<file path="config.mk">
export PLATFORM = sky130hd
export DESIGN_NAME = pipe_ctrl
export DESIGN_NICKNAME = d
export VERILOG_FILES = /design/src/rtl/pipe_ctrl.sv
export SDC_FILE = /design/constraint.sdc
export NUM_CORES = 1
export LEC_CHECK = 0
export ABC_AREA = 1
export CAP_MARGIN = 20
export CORE_UTILIZATION = 46
export DETAILED_ROUTE_END_ITERATION = 8
export PLACE_DENSITY_LB_ADDON = 0.25
export SYNTH_ARGS = -nofsm -noshare
export SYNTH_HDL_FRONTEND = slang
export SYNTH_SLANG_ARGS = --single-unit
</file>
<file path="constraint.sdc">
create_clock -name iClk -period 4.6 [get_ports iClk]
set_input_delay 1.15 -clock iClk [delete_from_list [all_inputs] [get_ports iClk]]
set_output_delay 1.15 -clock iClk [all_outputs]
set_load 0.02 [all_outputs]
</file>
<file path="src/rtl/pipe_ctrl.sv">
// pipe_ctrl: hazard and sequencing controller for the five-stage RV32 pipeline.
// Drives stall/flush for IF, ID and EX and the fetch redirect from load-use,
// branch-operand and memory-wait hazards, with a pending-redirect replay slot.
// Optional lost-cycle counters are built when PIPE_CTRL_PERF_EN is defined.
module pipe_ctrl #(
    parameter int unsigned RegAddrWidth = 5,
    parameter int unsigned PcWidth      = 32
`ifdef PIPE_CTRL_PERF_EN
    ,
    parameter int unsigned CntWidth     = 32
`endif
) (
    input  logic                    iClk,
    input  logic                    nRst,
    input  logic [RegAddrWidth-1:0] iIdRs1,
    input  logic [RegAddrWidth-1:0] iIdRs2,
    input  logic                    iIdRs1En,
    input  logic                    iIdRs2En,
    input  logic                    iIdBranch,
    input  logic                    iBrTrue,
    input  logic [PcWidth-1:0]      iBrPc,
    input  logic [RegAddrWidth-1:0] iExRd,
    input  logic                    iExWb,
    input  logic                    iExLoad,
    input  logic                    iExValid,
    input  logic [RegAddrWidth-1:0] iMemRd,
    input  logic                    iMemLoad,
    input  logic                    iMemValid,
    input  logic                    iMemReq,
    input  logic                    iMemAck,
    output logic                    oStallIF,
    output logic                    oStallID,
    output logic                    oStallEX,
    output logic                    oFlushIF,
    output logic                    oFlushID,
    output logic                    oPcSel,
    output logic [PcWidth-1:0]      oPcNext
`ifdef PIPE_CTRL_PERF_EN
    ,
    output logic [CntWidth-1:0]     oCntStall,
    output logic [CntWidth-1:0]     oCntFlush
`endif
);

    typedef enum logic [0:0] {StRun, StMemWait} state_e;

    state_e               state_q, state_d;
    logic                 pend_q, pend_d;
    logic [PcWidth-1:0]   pend_pc_q, pend_pc_d;
    logic                 stall_mem;
    logic                 hazard;
    logic                 replay;
    logic                 redirect;

    // True when the ID instruction reads a non-x0 register equal to rd.
    function automatic logic src_match(input logic [RegAddrWidth-1:0] rd);
        return (rd != '0) &&
               ((iIdRs1En && (iIdRs1 == rd)) || (iIdRs2En && (iIdRs2 == rd)));
    endfunction

    // State and pending-redirect registers.
    always_ff @(posedge iClk or negedge nRst) begin
        if (!nRst) begin
            state_q   <= StRun;
            pend_q    <= 1'b0;
            pend_pc_q <= '0;
        end else begin
            state_q   <= state_d;
            pend_q    <= pend_d;
            pend_pc_q <= pend_pc_d;
        end
    end

    // Next state, hazard decode and pending-redirect update.
    always_comb begin
        state_d   = state_q;
        pend_d    = pend_q;
        pend_pc_d = pend_pc_q;
        unique case (state_q)
            StRun:     if (iMemReq && !iMemAck) state_d = StMemWait;
            StMemWait: if (iMemAck)             state_d = StRun;
            default:                            state_d = StRun;
        endcase
        // The ack cycle already lets the pipe advance, so stall only while the
        // next state is still the wait state.
        stall_mem = (state_d == StMemWait);
        hazard    = !stall_mem &&
                    ((iExValid && iExLoad && src_match(iExRd)) ||
                     (iIdBranch && ((iExValid && iExWb && src_match(iExRd)) ||
                                    (iMemValid && iMemLoad && src_match(iMemRd)))));
        // A pending target wins over a fresh iBrTrue, which belongs to the
        // slot the replay flushes.
        replay    = !stall_mem && !hazard && pend_q;
        redirect  = !stall_mem && !hazard && !pend_q && iBrTrue;
        if (stall_mem && iBrTrue) begin
            pend_d    = 1'b1;
            pend_pc_d = iBrPc;
        end else if (replay) begin
            pend_d    = 1'b0;
        end
    end

    // Stall/flush/redirect outputs, forced low while reset is asserted.
    always_comb begin
        oStallIF = nRst && (stall_mem || hazard);
        oStallID = nRst && (stall_mem || hazard);
        oStallEX = nRst && stall_mem;
        oFlushID = nRst && hazard;
        oFlushIF = nRst && (replay || redirect);
        oPcSel   = nRst && (replay || redirect);
        oPcNext  = '0;
        if (oPcSel) oPcNext = replay ? pend_pc_q : iBrPc;
    end

`ifdef PIPE_CTRL_PERF_EN
    logic [CntWidth-1:0] cnt_stall_q;
    logic [CntWidth-1:0] cnt_flush_q;

    // Saturating lost-cycle counters.
    always_ff @(posedge iClk or negedge nRst) begin
        if (!nRst) begin
            cnt_stall_q <= '0;
            cnt_flush_q <= '0;
        end else begin
            if (oStallIF && (cnt_stall_q != '1)) cnt_stall_q <= cnt_stall_q + CntWidth'(1);
            if ((oFlushIF || oFlushID) && (cnt_flush_q != '1)) begin
                cnt_flush_q <= cnt_flush_q + CntWidth'(1);
            end
        end
    end

    assign oCntStall = cnt_stall_q;
    assign oCntFlush = cnt_flush_q;
`endif

endmodule

</file>
==> results.ini <==
[worst_setup_path]
cp_num_buf_inv = 4
crit_arrival_ps = 3230
critPathMaxStageDelay_ps = 630
setup.worst_path.end_class = output pin
crit_path_frequent_cell = nand2_1
start_kind = input pin
crit_family = buffers and inverters
cp_slowest_cell = clkdlybuf4s50_1
crit_chain = clkdlybuf4s50_1 > inv_1 > o21ai_0 > nor2_1 > nand3_1 > nand2_1 > nand2_1 > nand2_1 > nor2_4 > buf_12 > clkdlybuf4s50_1
critPathMaxFanout = 34
critPathKind = input pin to output pin
crit_required_ps = 3450

[power]
clockPowerShare_pct = 30.3
pwr_density_cell_nw_per_um2 = 298
power.leakage_nw = 2.31
power.total_mw = 1.10
p_switching_uw = 349
p_sw_share_pct = 31.6
sequentialPowerShare_pct = 34.4
pwr-share-comb_pct = 35.3
p_int_uw = 754
peakVddDrop_mv = 0.228

[detailed_routing]
drc = 0
vias = 2606
first_iter_violations = 134
vias_per_cell = 4.64
firstDrtPassIters = 4
drtAntennaViolNets = 0
routed_wl_mm = 6.26
wl_per_cell_um = 11.1

[floorplanning]
die-area_um2 = 5550
initial_core_util_pct = 47.7
coreArea_um2 = 5070
io_pins = 103
die_height_um = 74.5
rows = 26
die_w_um = 74.5

[clocking]
clock_path_buffers = 2
clkLatencyLatePin_ps = 280
h-tree-depth = 2
cts_sinks = 34
clock-root-buffer = clkbuf_8
postCtsSetupRepairBufs = 0
clkTransAtPathRegs_ps = 70
cts_tree = yes
cts_buffers = 5

[timing]
timing.hold.ws_ps = 492
finalSetupViolCount = 0
fin_crit_sh_pct = 95.2
slew-limit-headroom_pct = 49.8
setup_tns_ps = 0
layout_min_cycle_time_ps = 4380
skew_ps = 2.18
hold_viol = 0
rsz0062_at_grt = false
slew_violations = 0
tightest_slew_ps = 751
max_freq_mhz = 228

[final_layout]
seq_area_um2 = 851
syn_to_final_growth_pct = 52.8
diodes = 0
final_core_util_pct = 72.8
drive_gt1_share_pct = 4.88
layout_commonest_cell = nand2_1
final_cells = 562
fin_nets = 556
fill_cells = 443
multi_input_area_um2 = 1230
layout_common_cells = nand2_1, nor2_1, clkdlybuf4s50_1

[synth]
synth_cell_types = 20
syn_avg_cell_area_um2 = 6.14
yosys-top-cells-area = dfrtp_1, nand2_1, nor2_1
synth_seq_cells = 34
synth_top_cell_area_share_pct = 35.2
postSynthCellCount = 394
syn-num-nets = 459
ys_seq_area_share_pct = 35.2
yosys.area.top_type = dfrtp_1
synth_area_um2 = 2420
yosysWarnings = 0

[global_routing]
grt_max_degree = 37
overflow = 0
grt_pass1_vias = 2314
grt_pass1_wl_mm = 9.87
antenna_found_initial = 0
grt.total_usage_pct = 23.0

[run_status]
status = complete, no violations

[place]
place.gp.congestion = 0.904
dpl.cell_count = 554
port_buffers = 102
dp_hpwl_mm = 4.65

[min_path]
min_path_type = flop to flop

[job]
cap_viol_max_count = 0

area by class of cell:
class | instances | area share [%]
Clock buffer | 5 | 1.86
Timing Repair Buffer | 109 | 31.6
Clock inverter | 3 | 1.86
Multi-Input combinational cell | 283 | 33.4
Tap cell | 70 | 2.37
Sequential cell | 34 | 23.0
Inverter | 58 | 5.89
power groups by stage:
stage / clock (mW) / sequential (mW) / combinational (mW)
floorplan: 0 / 0.376 / 0.240
global placement: 0 / 0.382 / 0.385
detailed placement: 0 / 0.384 / 0.393
CTS: 0.341 / 0.379 / 0.398
global route: 0.356 / 0.385 / 0.429
finish: 0.334 / 0.379 / 0.389
flip-flops by register name (all words and copies together) (netlist names):
| name | flops |
|---|---|
| pend_pc_q | 32 |
| state_q | 1 |
| pend_q | 1 |
worst register-to-register path, delay by kind of cell (launching register included):
family / cells / cell delay (ps)
flip-flops: 1 / 330
AO/OA/AOI/OAI: 1 / 110
AND/OR/NAND/NOR: 4 / 870
buffers and inverters: 2 / 490
synthesized netlist by cell type:
library cell and n:
nand2_1 144, nor2_1 86, inv_1 52, dfrtp_1 34, o21a_1 32, buf_2 9
buf_4 7, inv_2 6, o21ai_1 5, nand3_1 4, nand4_1 3, o21ai_0 3
buf_6 2, a21oi_1 1, a31oi_1 1, clkbuf_1 1, nor2_4 1, nor3_1 1
o211ai_1 1, xor2_1 1
per-layer routing:
metal	vias up	GRT usage, %	wire, µm
li1	1361	-	-
met1	1164	27.4	2740
met2	73	41.7	3120
met3	8	5.28	333
met4	0	5.87	66
met5	-	0	0
repair_timing:
item,CTS,global route
hold buffers,0,0
endpoints found under the setup margin,9,31
gates cloned,0,0
gates resized for setup,3,32
pin swaps,0,0
path summary, 6_finish.rpt:
check / startpoint / end / slack [ps] / cells past startpoint
setup / recovery: iIdRs2[1] / oFlushIF / 220 / 11
hold / removal: pend_pc_q[14] / pend_pc_q[14] / 490 / 1
setup reg to reg: state_q / pend_pc_q[28] / 2700 / 7
hold reg to reg: pend_pc_q[14] / pend_pc_q[14] / 490 / 1
max in group asynchronous: nRst / pend_pc_q[18] / 3380 / 2
min in group asynchronous: nRst / pend_pc_q[1] / 910 / 2
stage by stage:
stage | instance area, µm² | setup slack [ps]
floorplan | 2420 | 1140
CTS | 3610 | 1.38
detailed placement | 3470 | -41.0
global placement | 3470 | -17.1
global route | 3700 | 65.4
finish | 3700 | 223
cell families (layout without fill, tap and decap cells):
kind of cell              count (synthesis)  count (layout)  share of synthesized area, %
DFF                                      34              34                          35.2
buffers and inverters                    77             175                          14.1
and+or+nand+nor                         239             239                          38.0
AOI/OAI and AO/OA                        43              43                          12.4
xor gates and xnor gates                  1               1                         0.362
Note: power is estimated with default switching activity, not from simulation.
